[src/rtl/dataset_load_ctrl_if.sv]
// Bus bundle for dataset_load_ctrl: deserializer record channel, dataset RAM
// port and compute-engine read channel.
//
// Handshake semantics:
//   rec_valid/rec_ready : a record transfers on a rising edge where both are
//                         high. rec_ready is combinational and high only
//                         while the controller is loading.
//   rd_req/rd_valid     : fire-and-forget requests. Every rd_req accepted in
//                         the serve phase yields exactly one rd_valid on the
//                         following cycle. Out-of-range addresses return zero.
//   ram_we/ram_re       : never high together. ram_rdata is expected one
//                         cycle after ram_re.
//
// Modports:
//   slave  : the controller side
//   master : the environment (deserializer, RAM, compute engine)
interface dataset_load_ctrl_if #(
  parameter int ADDR_WIDTH = 12,
  parameter int DATA_WIDTH = 256
);
  logic                  rec_valid;
  logic                  rec_ready;
  logic [DATA_WIDTH-1:0] rec_data;
  logic                  ram_we;
  logic                  ram_re;
  logic [ADDR_WIDTH-1:0] ram_addr;
  logic [DATA_WIDTH-1:0] ram_wdata;
  logic [DATA_WIDTH-1:0] ram_rdata;
  logic                  rd_req;
  logic [ADDR_WIDTH-1:0] rd_addr;
  logic                  rd_valid;
  logic [DATA_WIDTH-1:0] rd_data;

  modport slave (
    input  rec_valid, rec_data, ram_rdata, rd_req, rd_addr,
    output rec_ready, ram_we, ram_re, ram_addr, ram_wdata, rd_valid, rd_data
  );

  modport master (
    output rec_valid, rec_data, ram_rdata, rd_req, rd_addr,
    input  rec_ready, ram_we, ram_re, ram_addr, ram_wdata, rd_valid, rd_data
  );
endinterface

[src/rtl/dataset_load_ctrl.sv]
// dataset_load_ctrl: sequences the dataset RAM through a load phase (records
// from the deserializer are masked and written to consecutive addresses) and
// a serve phase (the compute engine has exclusive single-cycle reads while
// epochs are counted).
//
// Ports:
//   CLK, RST      clock, synchronous active-high reset
//   start         pulse, begins a new load (ignored while busy)
//   num_dp        records to load
//   feat          feature count minus one; feat+1 fields plus nothing else kept
//   epochs        epochs to serve (0 treated as 1)
//   epoch_done    end-of-epoch pulse from the compute engine
//   epoch_cnt     epochs completed (saturating)
//   load_cnt      records written
//   busy / done   phase status
//   err_overrun   sticky: record strobe seen outside the load phase
//   err_range     sticky: read request beyond the loaded records
//   dbg_state     current FSM state encoding
//   bus           record / RAM / read channels (slave modport)
module dataset_load_ctrl #(
  parameter int ADDR_WIDTH   = 12,
  parameter int MAX_FEATURES = 15,
  parameter int LENGTH       = 16,
  parameter int DATA_WIDTH   = LENGTH * (MAX_FEATURES + 1)
) (
  input  logic                  CLK,
  input  logic                  RST,
  input  logic                  start,
  input  logic [ADDR_WIDTH-1:0] num_dp,
  input  logic [3:0]            feat,
  input  logic [7:0]            epochs,
  input  logic                  epoch_done,
  output logic [7:0]            epoch_cnt,
  output logic [ADDR_WIDTH-1:0] load_cnt,
  output logic                  busy,
  output logic                  done,
  output logic                  err_overrun,
  output logic                  err_range,
  output logic [2:0]            dbg_state,
  dataset_load_ctrl_if.slave    bus
);

  typedef enum logic [2:0] {
    ST_IDLE  = 3'd0,
    ST_LOAD  = 3'd1,
    ST_FLUSH = 3'd2,
    ST_SERVE = 3'd3,
    ST_DONE  = 3'd4
  } state_t;

  localparam logic [ADDR_WIDTH-1:0] ADDR_ONE = 1;

  state_t                state_q, state_d;
  logic [ADDR_WIDTH-1:0] num_dp_q;
  logic [3:0]            feat_q;
  logic [7:0]            epochs_q;     // already max(epochs,1)
  logic [ADDR_WIDTH-1:0] load_cnt_q;
  logic [7:0]            epoch_cnt_q;
  logic                  wr_we_q;
  logic [ADDR_WIDTH-1:0] wr_addr_q;
  logic [DATA_WIDTH-1:0] wdata_q;
  logic                  rd_valid_q;
  logic                  rd_hit_q;
  logic                  err_overrun_q;
  logic                  err_range_q;

  logic                  start_take;
  logic                  accept;
  logic                  last_rec;
  logic                  serve_req;
  logic                  rd_hit;
  logic                  epoch_tick;
  logic [7:0]            epoch_next;
  logic [DATA_WIDTH-1:0] field_mask;

  assign start_take = start && (state_q == ST_IDLE || state_q == ST_DONE);
  assign accept     = (state_q == ST_LOAD) && bus.rec_valid;
  assign last_rec   = accept && ((load_cnt_q + ADDR_ONE) == num_dp_q);
  assign serve_req  = (state_q == ST_SERVE) && bus.rd_req;
  assign rd_hit     = serve_req && (bus.rd_addr < num_dp_q);
  assign epoch_tick = (state_q == ST_SERVE) && epoch_done;
  assign epoch_next = (epoch_cnt_q == 8'hFF) ? 8'hFF : epoch_cnt_q + 8'd1;

  // Valid fields sit at the top of the record; field i (0 = topmost) is kept
  // when i <= feat.
  always_comb begin
    field_mask = '0;
    for (int i = 0; i <= MAX_FEATURES; i++) begin
      if (i <= int'(feat_q)) begin
        field_mask[DATA_WIDTH-1-LENGTH*i -: LENGTH] = '1;
      end
    end
  end

  always_comb begin
    state_d = state_q;
    case (state_q)
      ST_IDLE, ST_DONE: begin
        if (start) state_d = (num_dp == '0) ? ST_DONE : ST_LOAD;
      end
      ST_LOAD:  if (last_rec) state_d = ST_FLUSH;
      ST_FLUSH: state_d = ST_SERVE;
      ST_SERVE: if (epoch_tick && (epoch_next == epochs_q)) state_d = ST_DONE;
      default:  state_d = ST_IDLE;
    endcase
  end

  always_ff @(posedge CLK) begin
    if (RST) begin
      state_q       <= ST_IDLE;
      num_dp_q      <= '0;
      feat_q        <= '0;
      epochs_q      <= '0;
      load_cnt_q    <= '0;
      epoch_cnt_q   <= '0;
      wr_we_q       <= 1'b0;
      wr_addr_q     <= '0;
      wdata_q       <= '0;
      rd_valid_q    <= 1'b0;
      rd_hit_q      <= 1'b0;
      err_overrun_q <= 1'b0;
      err_range_q   <= 1'b0;
    end else begin
      state_q    <= state_d;
      wr_we_q    <= accept;
      wr_addr_q  <= load_cnt_q;
      rd_valid_q <= serve_req;
      rd_hit_q   <= rd_hit;
      if (accept) wdata_q <= bus.rec_data & field_mask;
      if (start_take) begin
        num_dp_q      <= num_dp;
        feat_q        <= feat;
        epochs_q      <= (epochs == 8'd0) ? 8'd1 : epochs;
        load_cnt_q    <= '0;
        epoch_cnt_q   <= '0;
        err_overrun_q <= 1'b0;
        err_range_q   <= 1'b0;
      end else begin
        if (accept) load_cnt_q <= load_cnt_q + ADDR_ONE;
        if (epoch_tick) epoch_cnt_q <= epoch_next;
        if (bus.rec_valid && state_q != ST_LOAD) err_overrun_q <= 1'b1;
        if (serve_req && !rd_hit) err_range_q <= 1'b1;
      end
    end
  end

  // Writes are registered and reads combinational; they live in disjoint
  // phases (the last write drains in FLUSH), so they never collide.
  assign bus.rec_ready = (state_q == ST_LOAD);
  assign bus.ram_we    = wr_we_q;
  assign bus.ram_re    = rd_hit;
  assign bus.ram_addr  = wr_we_q ? wr_addr_q : (rd_hit ? bus.rd_addr : '0);
  assign bus.ram_wdata = wdata_q;
  assign bus.rd_valid  = rd_valid_q;
  assign bus.rd_data   = rd_hit_q ? bus.ram_rdata : '0;

  assign epoch_cnt   = epoch_cnt_q;
  assign load_cnt    = load_cnt_q;
  assign busy        = (state_q == ST_LOAD) || (state_q == ST_FLUSH) ||
                       (state_q == ST_SERVE);
  assign done        = (state_q == ST_DONE);
  assign err_overrun = err_overrun_q;
  assign err_range   = err_range_q;
  assign dbg_state   = state_q;

endmodule

[src/flat_wrapper.sv]
// flat-port wrapper written by rule: the top's interface ports become plain ports
module dataset_load_ctrl_flat 
#(
  parameter int ADDR_WIDTH   = 12,
  parameter int MAX_FEATURES = 15,
  parameter int LENGTH       = 16,
  parameter int DATA_WIDTH   = LENGTH * (MAX_FEATURES + 1)
)
  (CLK, RST, start, num_dp, feat, epochs, epoch_done, epoch_cnt, load_cnt, busy, done, err_overrun, err_range, dbg_state, bus_rec_valid, bus_rec_data, bus_ram_rdata, bus_rd_req, bus_rd_addr, bus_rec_ready, bus_ram_we, bus_ram_re, bus_ram_addr, bus_ram_wdata, bus_rd_valid, bus_rd_data);
  dataset_load_ctrl_if #(.ADDR_WIDTH(ADDR_WIDTH), .DATA_WIDTH(DATA_WIDTH)) bus_i ();
  input  logic CLK;
  input  logic RST;
  input  logic start;
  input  logic [ADDR_WIDTH-1:0] num_dp;
  input  logic [3:0] feat;
  input  logic [7:0] epochs;
  input  logic epoch_done;
  output logic [7:0] epoch_cnt;
  output logic [ADDR_WIDTH-1:0] load_cnt;
  output logic busy;
  output logic done;
  output logic err_overrun;
  output logic err_range;
  output logic [2:0] dbg_state;
  input wire logic [$bits(bus_i.rec_valid)-1:0] bus_rec_valid;
  input wire logic [$bits(bus_i.rec_data)-1:0] bus_rec_data;
  input wire logic [$bits(bus_i.ram_rdata)-1:0] bus_ram_rdata;
  input wire logic [$bits(bus_i.rd_req)-1:0] bus_rd_req;
  input wire logic [$bits(bus_i.rd_addr)-1:0] bus_rd_addr;
  output wire logic [$bits(bus_i.rec_ready)-1:0] bus_rec_ready;
  output wire logic [$bits(bus_i.ram_we)-1:0] bus_ram_we;
  output wire logic [$bits(bus_i.ram_re)-1:0] bus_ram_re;
  output wire logic [$bits(bus_i.ram_addr)-1:0] bus_ram_addr;
  output wire logic [$bits(bus_i.ram_wdata)-1:0] bus_ram_wdata;
  output wire logic [$bits(bus_i.rd_valid)-1:0] bus_rd_valid;
  output wire logic [$bits(bus_i.rd_data)-1:0] bus_rd_data;
  assign bus_i.rec_valid = bus_rec_valid;
  assign bus_i.rec_data = bus_rec_data;
  assign bus_i.ram_rdata = bus_ram_rdata;
  assign bus_i.rd_req = bus_rd_req;
  assign bus_i.rd_addr = bus_rd_addr;
  assign bus_rec_ready = bus_i.rec_ready;
  assign bus_ram_we = bus_i.ram_we;
  assign bus_ram_re = bus_i.ram_re;
  assign bus_ram_addr = bus_i.ram_addr;
  assign bus_ram_wdata = bus_i.ram_wdata;
  assign bus_rd_valid = bus_i.rd_valid;
  assign bus_rd_data = bus_i.rd_data;
  dataset_load_ctrl #(.ADDR_WIDTH(ADDR_WIDTH), .MAX_FEATURES(MAX_FEATURES), .LENGTH(LENGTH), .DATA_WIDTH(DATA_WIDTH)) u_core (.CLK(CLK), .RST(RST), .start(start), .num_dp(num_dp), .feat(feat), .epochs(epochs), .epoch_done(epoch_done), .epoch_cnt(epoch_cnt), .load_cnt(load_cnt), .busy(busy), .done(done), .err_overrun(err_overrun), .err_range(err_range), .dbg_state(dbg_state), .bus(bus_i));
endmodule
[config.mk]
export PLATFORM = sky130hd
export DESIGN_NAME = dataset_load_ctrl_flat
export DESIGN_NICKNAME = d
export VERILOG_FILES = /design/src/rtl/dataset_load_ctrl_if.sv /design/src/rtl/dataset_load_ctrl.sv /design/src/flat_wrapper.sv
export SDC_FILE = /design/constraint.sdc
export NUM_CORES = 1
export LEC_CHECK = 0
export ABC_AREA = 1
export CAP_MARGIN = 20
export CORE_AREA = 4 4 428 430
export CTS_CLUSTER_DIAMETER = 60
export CTS_CLUSTER_SIZE = 14
export DETAILED_ROUTE_END_ITERATION = 7
export DIE_AREA = 0 0 432 434
export PLACE_DENSITY_LB_ADDON = 0.05
export SYNTH_ARGS = -nofsm -noshare
export SYNTH_HDL_FRONTEND = slang
export SYNTH_SLANG_ARGS = --single-unit
[constraint.sdc]
create_clock -name CLK -period 2.4 [get_ports CLK]
set_clock_uncertainty 0.05 [all_clocks]
set_input_delay 0.48 -clock CLK [delete_from_list [all_inputs] [get_ports CLK]]
set_output_delay 0.48 -clock CLK [all_outputs]
set_load 0.01 [all_outputs]
==> metrics.yaml <==
run_status: "complete, but fails checks"
violations: "negative setup slack"
rows: 156
power.density_nw_per_um2: 644
synth.area.mux_share_pct: 0
synth_seq_cells: 320
wirelength_um: 131000
hold_path.class: "in -> reg"
dp_hpwl_um: 105000
initialDrtViolationCount: 651
hold_viol_final: 0
rr_worst_depth: 16
numCtsBuffers: 69
antenna_found_initial: 47
area_growth_syn_to_layout_pct: 137
vias_per_cell: 3.26
crit_arrival_ns: 2.48
crit_family: "buffers and inverters"
cts_root_buf: "clkbuf_16"
synth_cell_types: 37
ctsLongestPathBuffers: 3
rsz0062_at_grt: "yes"
path_class: "in -> out"
path_buf_inv: 4
synth_xor_xnor_area_share_pct: 0.239
vias: 19100
cap_violations: 0
finish.net_count: 4000
die_area_um2: 187000
crit_path_max_incr_delay_ns: 0.54
fin_ws_ns: -0.606
coreArea_um2: 180000
ir_worst_vdd_v: 0.000377
path_clk_slew_ns: 0.05
htree_levels: 3
grt-ovfl-total: 0
relSlewSlack_pct: 50.8
drc: 0
cts_tree: "built"
yosysTopAreaCellShare_pct: 43.7
fp.dieW_um: 432
syn_avg_cell_area_um2: 6.73
fin_hold_ws_ns: 0.208
instances_no_fill: 5874
final.period_utilization_pct: 125
dp_cells: 5645
synth_edf_count: 0
critPathRequiredTime_ns: 1.87
grt_pass1_vias: 20300
antenna_left: 0
synth_top_family_by_area: "simple AND/OR/NAND/NOR gates"
drive_above_1_share_pct: 27.9
setup_viol: 119
crit_path_end_kind: "primary output"
initial_utilization_pct: 8.15
worst-path-max-fanout: 5
yosys.area_share.simple_pct: 32.4
placed_cell_area_um2: 29900
syn_inst: 2177
die_h_um: 434
place_congestion: 0.786
final.setup.tns_ns: -19.36
drv_slew: 0
synth_flop_cell: "dfxtp_1"
crit_chain: "clkdlybuf4s50_1 > ha_4 > a21boi_2 > o211ai_1 > nand2_1 > nand3_2 > o2111ai_4 > nor2_4 > buf_6 > buf_6 > nand3_2 > nand2_2 > buf_6"
synth.net_count: 2744
p_leak_nw: 16.1
grt_usage_pct: 13.3
grt_max_degree: 66
fin_util_pct: 19.3
async_reset_ff_share_pct: 0
netlist_area_um2: 14700
final_cell_area_um2: 34700
yosysTopAreaCell: "dfxtp_1"
mostFrequentLayoutCells: "clkdlybuf4s50_1 (823), nand2_1 (402), nand3_1 (333)"
synth_fa_ha_area_share_pct: 1.11
post_drt_wl_per_cell_um: 22.4
pin_count: 1109
yosysSeqAreaShare_pct: 43.7
yosysWarningCount: 0
final_common_cell: "clkdlybuf4s50_1"
synth_compound_area_share_pct: 9.54
p_total_mw: 22.4
start_kind: "input pin"
dr.pass1.iters: 4
portBuffers: 1108
cts.sink_count: 320
crit_top_cell: "buf_6"
cp.depth: 13
period_needed_ns: 3.01
ys_top_cells_by_area: "dfxtp_1 (44%), nand2_1 (15%), nand3_1 (12%), inv_1 (8.9%), nor2_1 (3.8%)"
holdPathStages: 2
clock_latency_ns: 0.65
grt_pass1_wl_um: 173000
fmaxAchievable_mhz: 333
place_ws_ns: -1.00
critPathSlowestCell: "clkdlybuf4s50_1"
worst_pin_slew_ns: 0.736
==> layout make-up <==
cell class / instances / area (um^2)
diodes: 18 / 45.0
clock buffers: 92 / 1960
clock inverters: 32 / 407
fillers: 20300 / 145000
inverters: 351 / 1340
multi-input cells: 1366 / 7390
flip-flops and latches: 320 / 6410
well taps: 2370 / 2970
repair buffers: 1325 / 14200
==> per-layer routing <==
layer  vias up  track usage [%]  wire [um]
li1       9407                -          -
met1      8803             11.2      39500
met2       698             27.6      76500
met3       180             5.49      11600
met4        36             4.30       3590
met5         -                0        238
==> cells in the mapped netlist, types with 7 or more instances <==
| cell | number |
|---|---|
| nand2_1 | 573 |
| a21oi_1 | 104 |
| inv_1 | 347 |
| buf_1 | 7 |
| nand3_1 | 339 |
| nand4_1 | 13 |
| nor2_2 | 10 |
| dfxtp_1 | 320 |
| clkbuf_1 | 98 |
| a22oi_1 | 48 |
| o21ai_0 | 70 |
| ha_1 | 13 |
| buf_2 | 30 |
| nor2_1 | 148 |
==> cell families (layout without fill, tap and decap cells) <==
kind of cell,Yosys count,after routing
AND/OR/NAND/NOR,1105,1105
buffers and inverters,491,1800
flip-flops,320,320
AO/OA/AOI/OAI,244,244
adder cells (fa/ha/maj),13,13
XOR/XNOR,4,4
other,0,18
==> report_power, final <==
part	internal, mW	switching [mW]
Sequential	5.79	0.297
Clock	6.50	3.59
Combinational	2.79	3.39
Total	15.1	7.29
==> flip-flops by register name, summed over array words and instances (netlist names) <==
| signal | count |
|---|---|
| u_core.load_cnt | 12 |
| u_core.wr_addr_q | 12 |
| u_core.epoch_cnt | 8 |
| u_core.dbg_state | 3 |
| u_core.feat_q | 4 |
| u_core.num_dp_q | 12 |
| u_core.bus.ram_wdata | 256 |
| u_core.rd_hit_q | 1 |
| u_core.err_range | 1 |
| u_core.epochs_q | 8 |
| u_core.bus.ram_we | 1 |
| u_core.err_overrun | 1 |
| u_core.bus.rd_valid | 1 |
==> path summary, 6_finish.rpt <==
kind	start	slack, ns	end
max	bus_rd_addr[1]	-0.61	bus_ram_addr[4]
min	RST	0.21	u_core.bus.ram_wdata[42]
max reg2reg	u_core.load_cnt[1]	0.23	u_core.dbg_state[1]
min reg2reg	u_core.err_range	0.40	u_core.err_range
==> worst reg2reg max path, stage by stage (launching register included) <==
cell and delay, ns:
dfxtp_1 0.36, ha_1 0.20, nand2_1 0.14, nor2_4 0.20, nand3_1 0.09, nand2_1 0.06, nand2_1 0.13, nand2_1 0.09
nand2_1 0.05, nor2_1 0.09, nand2_1 0.12, nor2_2 0.16, nor2_2 0.07, nor2_4 0.09, nand2_1 0.05, nand2_1 0.06
inv_1 0.04
==> what timing repair did <==
action,CTS,global route
setup endpoints to repair,258,186
gates cloned,26,4
hold buffers,0,0
hold endpoints to repair,0,0
setup buffers,62,16
resized for setup,1202,526
pin swaps,6,11
No activity file was read; power rests on OpenSTA's default activity.
==> edit 1, RTL diff (same settings) <==
`MAX_FEATURES` is set to 15 in 2 places; all go to 14.
--- a/src/rtl/dataset_load_ctrl.sv
+++ b/src/rtl/dataset_load_ctrl.sv
@@ -19,7 +19,7 @@
 //   bus           record / RAM / read channels (slave modport)
 module dataset_load_ctrl #(
   parameter int ADDR_WIDTH   = 12,
-  parameter int MAX_FEATURES = 15,
+  parameter int MAX_FEATURES = 14,
   parameter int LENGTH       = 16,
   parameter int DATA_WIDTH   = LENGTH * (MAX_FEATURES + 1)
 ) (
--- a/src/flat_wrapper.sv
+++ b/src/flat_wrapper.sv
@@ -2,7 +2,7 @@
 module dataset_load_ctrl_flat 
 #(
   parameter int ADDR_WIDTH   = 12,
-  parameter int MAX_FEATURES = 15,
+  parameter int MAX_FEATURES = 14,
   parameter int LENGTH       = 16,
   parameter int DATA_WIDTH   = LENGTH * (MAX_FEATURES + 1)
 )
Interface: changed (resized bus_ram_rdata, bus_ram_wdata, bus_rd_data and bus_rec_data); port bits go from 1109 to 1045. No check against the original RTL was run, so the function may have changed too.
==> edit 1 against the original RTL <==
  * Wire length shrank 0.46%
  * Highest routed layer unchanged
  * Critical path type is now flop to output port
  * Critical endpoint is now bus_ram_addr[2]
  * Power down 7.2%
  * Sequential cell count decreased by 16
  * Non-clock buffer count down 90
  * Global-route usage decreased by 0.14 points
  * The flow still finishes with violations (setup timing)
  * Design area down 4.8%
  * Worst setup slack got worse by 0.0048 ns
  * Combinational power decreased by 3.7%
  * Synthesized area down 5.2%
==> edit 1: results (changes against the original RTL) <==
Sw Share -> 0.3369 (was 0.3258)
RR Endpoint -> u_core.dbg_state[0] (was u_core.dbg_state[1])
first-pass GRT wire length -> 170.4 mm (was 173.2 mm)
DP Area -> 0.02830 mm² (was 0.02989 mm²)
status -> finished, violations left (unchanged)
Largest register FFs -> 240 (was 256)
I/O Buffers -> 1044 (was 1108)
Mean Syn Cell Area -> 6.753 µm² (was 6.731 µm²)
distinct cell type count of the synthesized netlist -> 41 (was 37)
Hold EP -> u_core.wr_addr_q[1] (was u_core.bus.ram_wdata[42])
drt total wl -> 130.8 mm (was 131.4 mm)
initial DRC count -> 625 (was 651)
final setup TNS -> -11.28 ns (was -19.36 ns)
Crit Path Max Fanout -> 6 (was 5)
WL/cell -> 23.12 µm (was 22.37 µm)
Inst Count DP -> 5456 (was 5645)
layout cells sized above 1 -> 0.2906 (was 0.2791)
Skew-Pair Late Insertion Delay -> 0.67 ns (was 0.65 ns)
All-Layer GR Usage -> 0.1320 (was 0.1334)
Seq/Total Area, Yosys -> 0.4383 (was 0.4372)
dpl hpwl -> 104.8 mm (was 105.0 mm)
Worst R2R Start -> u_core.epoch_cnt[0] (was u_core.load_cnt[1])
Pleak -> 14.44 nW (was 16.06 nW)
Hold Slack -> 0.1240 ns (was 0.2078 ns)
Max IR drop VDD -> 0.0005458 V (was 0.0003773 V)
worst setup margin -> -0.6104 ns (was -0.6057 ns)
initial antenna violation count -> 51 (was 47)
Vias -> 18200 (was 19120)
Max-slew headroom -> 0.5534 (was 0.5084)
largest net degree at the start of global routing -> 60 (was 66)
final setup violation count -> 91 (was 119)
Commonest cells post-synth -> nand2_1, inv_1, dfxtp_1 (was nand2_1, inv_1, nand3_1)
CTS H-tree depth -> 2 (was 3)
failing checks -> setup timing (unchanged)
syn nets -> 2591 (was 2744)
-- edit 1: what timing repair did --
| item | 4_1_cts | 5_1_grt |
|---|---|---|
| pin swaps | 5 | 12 |
| gates cloned | 26 | 4 |
| setup buffers | 47 | 27 |
| endpoints found under the setup margin | 246 | 220 |
| resized for setup | 1219 | 610 |
-- edit 1: cells by family after synthesis --
| group | after synthesis | synth area share |
|---|---|---|
| AO/OA/AOI/OAI | 360 | 0.1456 |
| XOR/XNOR | 2 | 0.001262 |
| adder cells (fa/ha/maj) | 13 | 0.01172 |
| buffers and inverters | 455 | 0.1278 |
| flip-flops | 304 | 0.4383 |
| AND/OR/NAND/NOR | 922 | 0.2753 |
-- edit 1: how the worst max path moves through the flow --
stage	slack, ns	to	startpoint	depth (start not counted)
2_1_floorplan	0.07	bus_ram_addr[2]	bus_rd_addr[1]	10
3_3_place_gp	-1.03	bus_ram_addr[4]	bus_rd_addr[7]	11
3_5_place_dp	-1.01	bus_ram_addr[4]	bus_rd_addr[1]	12
4_1_cts	-0.77	bus_ram_addr[2]	u_core.num_dp_q[1]	13
5_1_grt	-0.82	bus_ram_addr[2]	u_core.num_dp_q[1]	13
6_report	-0.61	bus_ram_addr[2]	u_core.num_dp_q[1]	13
-- edit 1: power groups by stage --
stage	clock network (mW)	logic [mW]	registers, mW
global placement	0	5.96	5.89
detailed placement	0	5.90	5.88
global route	9.63	6.52	5.84
finish	9.02	5.95	5.78
floorplan	0	2.03	6.01
CTS	9.50	6.09	5.79
-- edit 1: worst max-delay path, cell delays in order (launching register included) --
cell and delay (ns):
dfxtp_2 0.32, inv_2 0.08, ha_4 0.20, o21a_1 0.09, o211ai_1 0.16, nand2_1 0.10, nand3_2 0.07, o2111ai_2 0.11
nor2_1 0.14, buf_6 0.14, buf_8 0.12, nand3_2 0.05, nand2_1 0.08, buf_2 0.13
-- edit 1: final cells by class --
| cell class | count | area (µm²) |
|---|---|---|
| timing repair buffer | 1235 | 13320 |
| sequential | 304 | 6095 |
| multi-input combinational | 1297 | 7221 |
| antenna | 14 | 35.03 |
| inverter | 326 | 1301 |
| fill | 20350 | 146700 |
| tap | 2370 | 2965 |
| clock inverter | 33 | 436.7 |
| clock buffer | 78 | 1668 |
-- edit 1: routing by layer --
layer | GRT usage | up-vias | wire [µm]
met2 | 0.2736 | 660 | 75170
met5 | 0 | - | 210
met4 | 0.04254 | 32 | 4220
met1 | 0.1122 | 8467 | 39600
met3 | 0.05170 | 182 | 11600
li1 | - | 8858 | -
==> edit 2, RTL diff (same settings) <==
Without the edit above. Reset style: asynchronous (`RST`), changed in one clocked block. Comments in the files are not updated.
--- a/src/rtl/dataset_load_ctrl.sv
+++ b/src/rtl/dataset_load_ctrl.sv
@@ -105,7 +105,7 @@
     endcase
   end
 
-  always_ff @(posedge CLK) begin
+  always_ff @(posedge CLK or posedge RST) begin
     if (RST) begin
       state_q       <= ST_IDLE;
       num_dp_q      <= '0;
Function: differs if RST is asserted again (counterexample within 4 cycles, from zero or initial values and one cycle with RST high); with RST held inactive, the same outputs for 4 cycles.
==> edit 2 against the original RTL <==
  * The flow still finishes with violations (setup timing)
  * Worst setup slack got worse by 0.055 ns
  * Sequential cell count unchanged
  * Non-clock buffer count increased by 15
  * Synthesized area increased by 5.2%
  * Critical endpoint is now bus_ram_addr[9]
  * Design area increased by 5.7%
  * Global-route usage increased by 0.26 points
  * Highest routed layer unchanged
  * Wire length increased by 1.5%
Power is not compared: it rests on default switching activity, and its combinational part moved more than twofold at a synthesized area within 25%.
==> edit 2: results (changes against the original RTL) <==
largest net degree at the start of global routing -> 96 (was 66)
Hold Slack -> 0.08664 ns (was 0.2078 ns)
ys async rst share -> 1.000 (was 0)
Seq/Total Area, Yosys -> 0.5194 (was 0.4372)
Worst R2R Start -> u_core.load_cnt[0] (was u_core.load_cnt[1])
Routability Congestion -> 0.7812 (was 0.7857)
Fillers -> 20010 (was 20320)
Slew @ Worst Pin -> 0.6591 ns (was 0.7356 ns)
first-pass GRT wire length -> 175.6 mm (was 173.2 mm)
Inst Count DP -> 5558 (was 5645)
CP Capture Point -> bus_ram_addr[9] (was bus_ram_addr[4])
dpl hpwl -> 108.2 mm (was 105.0 mm)
R2R setup slack -> 0.25 ns (was 0.23 ns)
Crit Path Max Fanout -> 3 (was 5)
initial DRC count -> 704 (was 651)
syn nets -> 2624 (was 2744)
Hold Crit Class -> input port to async pin (was input port to flop)
final setup TNS -> -23.49 ns (was -19.36 ns)
post-route insts no fill -> 5790 (was 5874)
All-Layer GR Usage -> 0.1360 (was 0.1334)
final setup violation count -> 169 (was 119)
CTS buffer count -> 58 (was 69)
worst setup margin -> -0.6602 ns (was -0.6057 ns)
Syn Inst Count -> 2057 (was 2177)
status -> finished, violations left (unchanged)
Placement Setup Slack -> -1.128 ns (was -1.000 ns)
failing checks -> setup timing (unchanged)
==> edit 2: kinds of logic (layout without fill, tap and decap cells) <==
| group | count (synthesis) | after routing | synth area share |
|---|---|---|---|
| DFF | 320 | 320 | 0.5194 |
| buffers and inverters | 489 | 1836 | 0.1204 |
| adders and majority gates | 13 | 13 | 0.01055 |
| AOI/OAI and AO/OA | 304 | 304 | 0.1097 |
| xor gates and xnor gates | 8 | 8 | 0.005438 |
| other | 0 | 16 | 0 |
| and+or+nand+nor | 923 | 923 | 0.2346 |
==> edit 2: per-layer routing <==
metal,track usage,vias up,part of all wire
met5,0,-,0.0027
met2,0.2664,682,0.55
met1,0.1233,8420,0.32
li1,-,8890,-
met3,0.05456,234,0.085
met4,0.05357,54,0.044
==> edit 2: layout make-up <==
cell class	count	area share
diodes	16	0.001091
clock buffers	71	0.04390
clock inverters	38	0.01207
inverters	387	0.04322
multi-input cells	1248	0.2038
flip-flops and latches	320	0.2183
well taps	2370	0.08079
repair buffers	1340	0.3968
==> edit 2: worst max-delay path, stage by stage <==
cell and delay [ns]:
clkdlybuf4s50_1 0.61, ha_4 0.25, a21oi_1 0.13, o31ai_1 0.10
a21oi_2 0.19, nand2_4 0.08, nor3_4 0.15, buf_6 0.16
buf_6 0.11, nand3_1 0.06, nand2_1 0.09, buf_2 0.13
==> edit 2: what timing repair did <==
item / CTS / global route
gates resized for setup: 1627 / 577
pin swaps: 10 / 13
setup buffers: 92 / 24
gates cloned: 24 / 2
setup endpoints to repair: 267 / 237
==> edit 2: power by group through the flow <==
stage	clock [mW]	sequential (mW)	combinational [mW]
finish	8.90	8.36	14.9
global route	9.57	8.61	16.2
CTS	9.39	8.37	15.1
detailed placement	0	8.40	13.8
global placement	0	8.45	14.0
floorplan	0	9.11	3.93
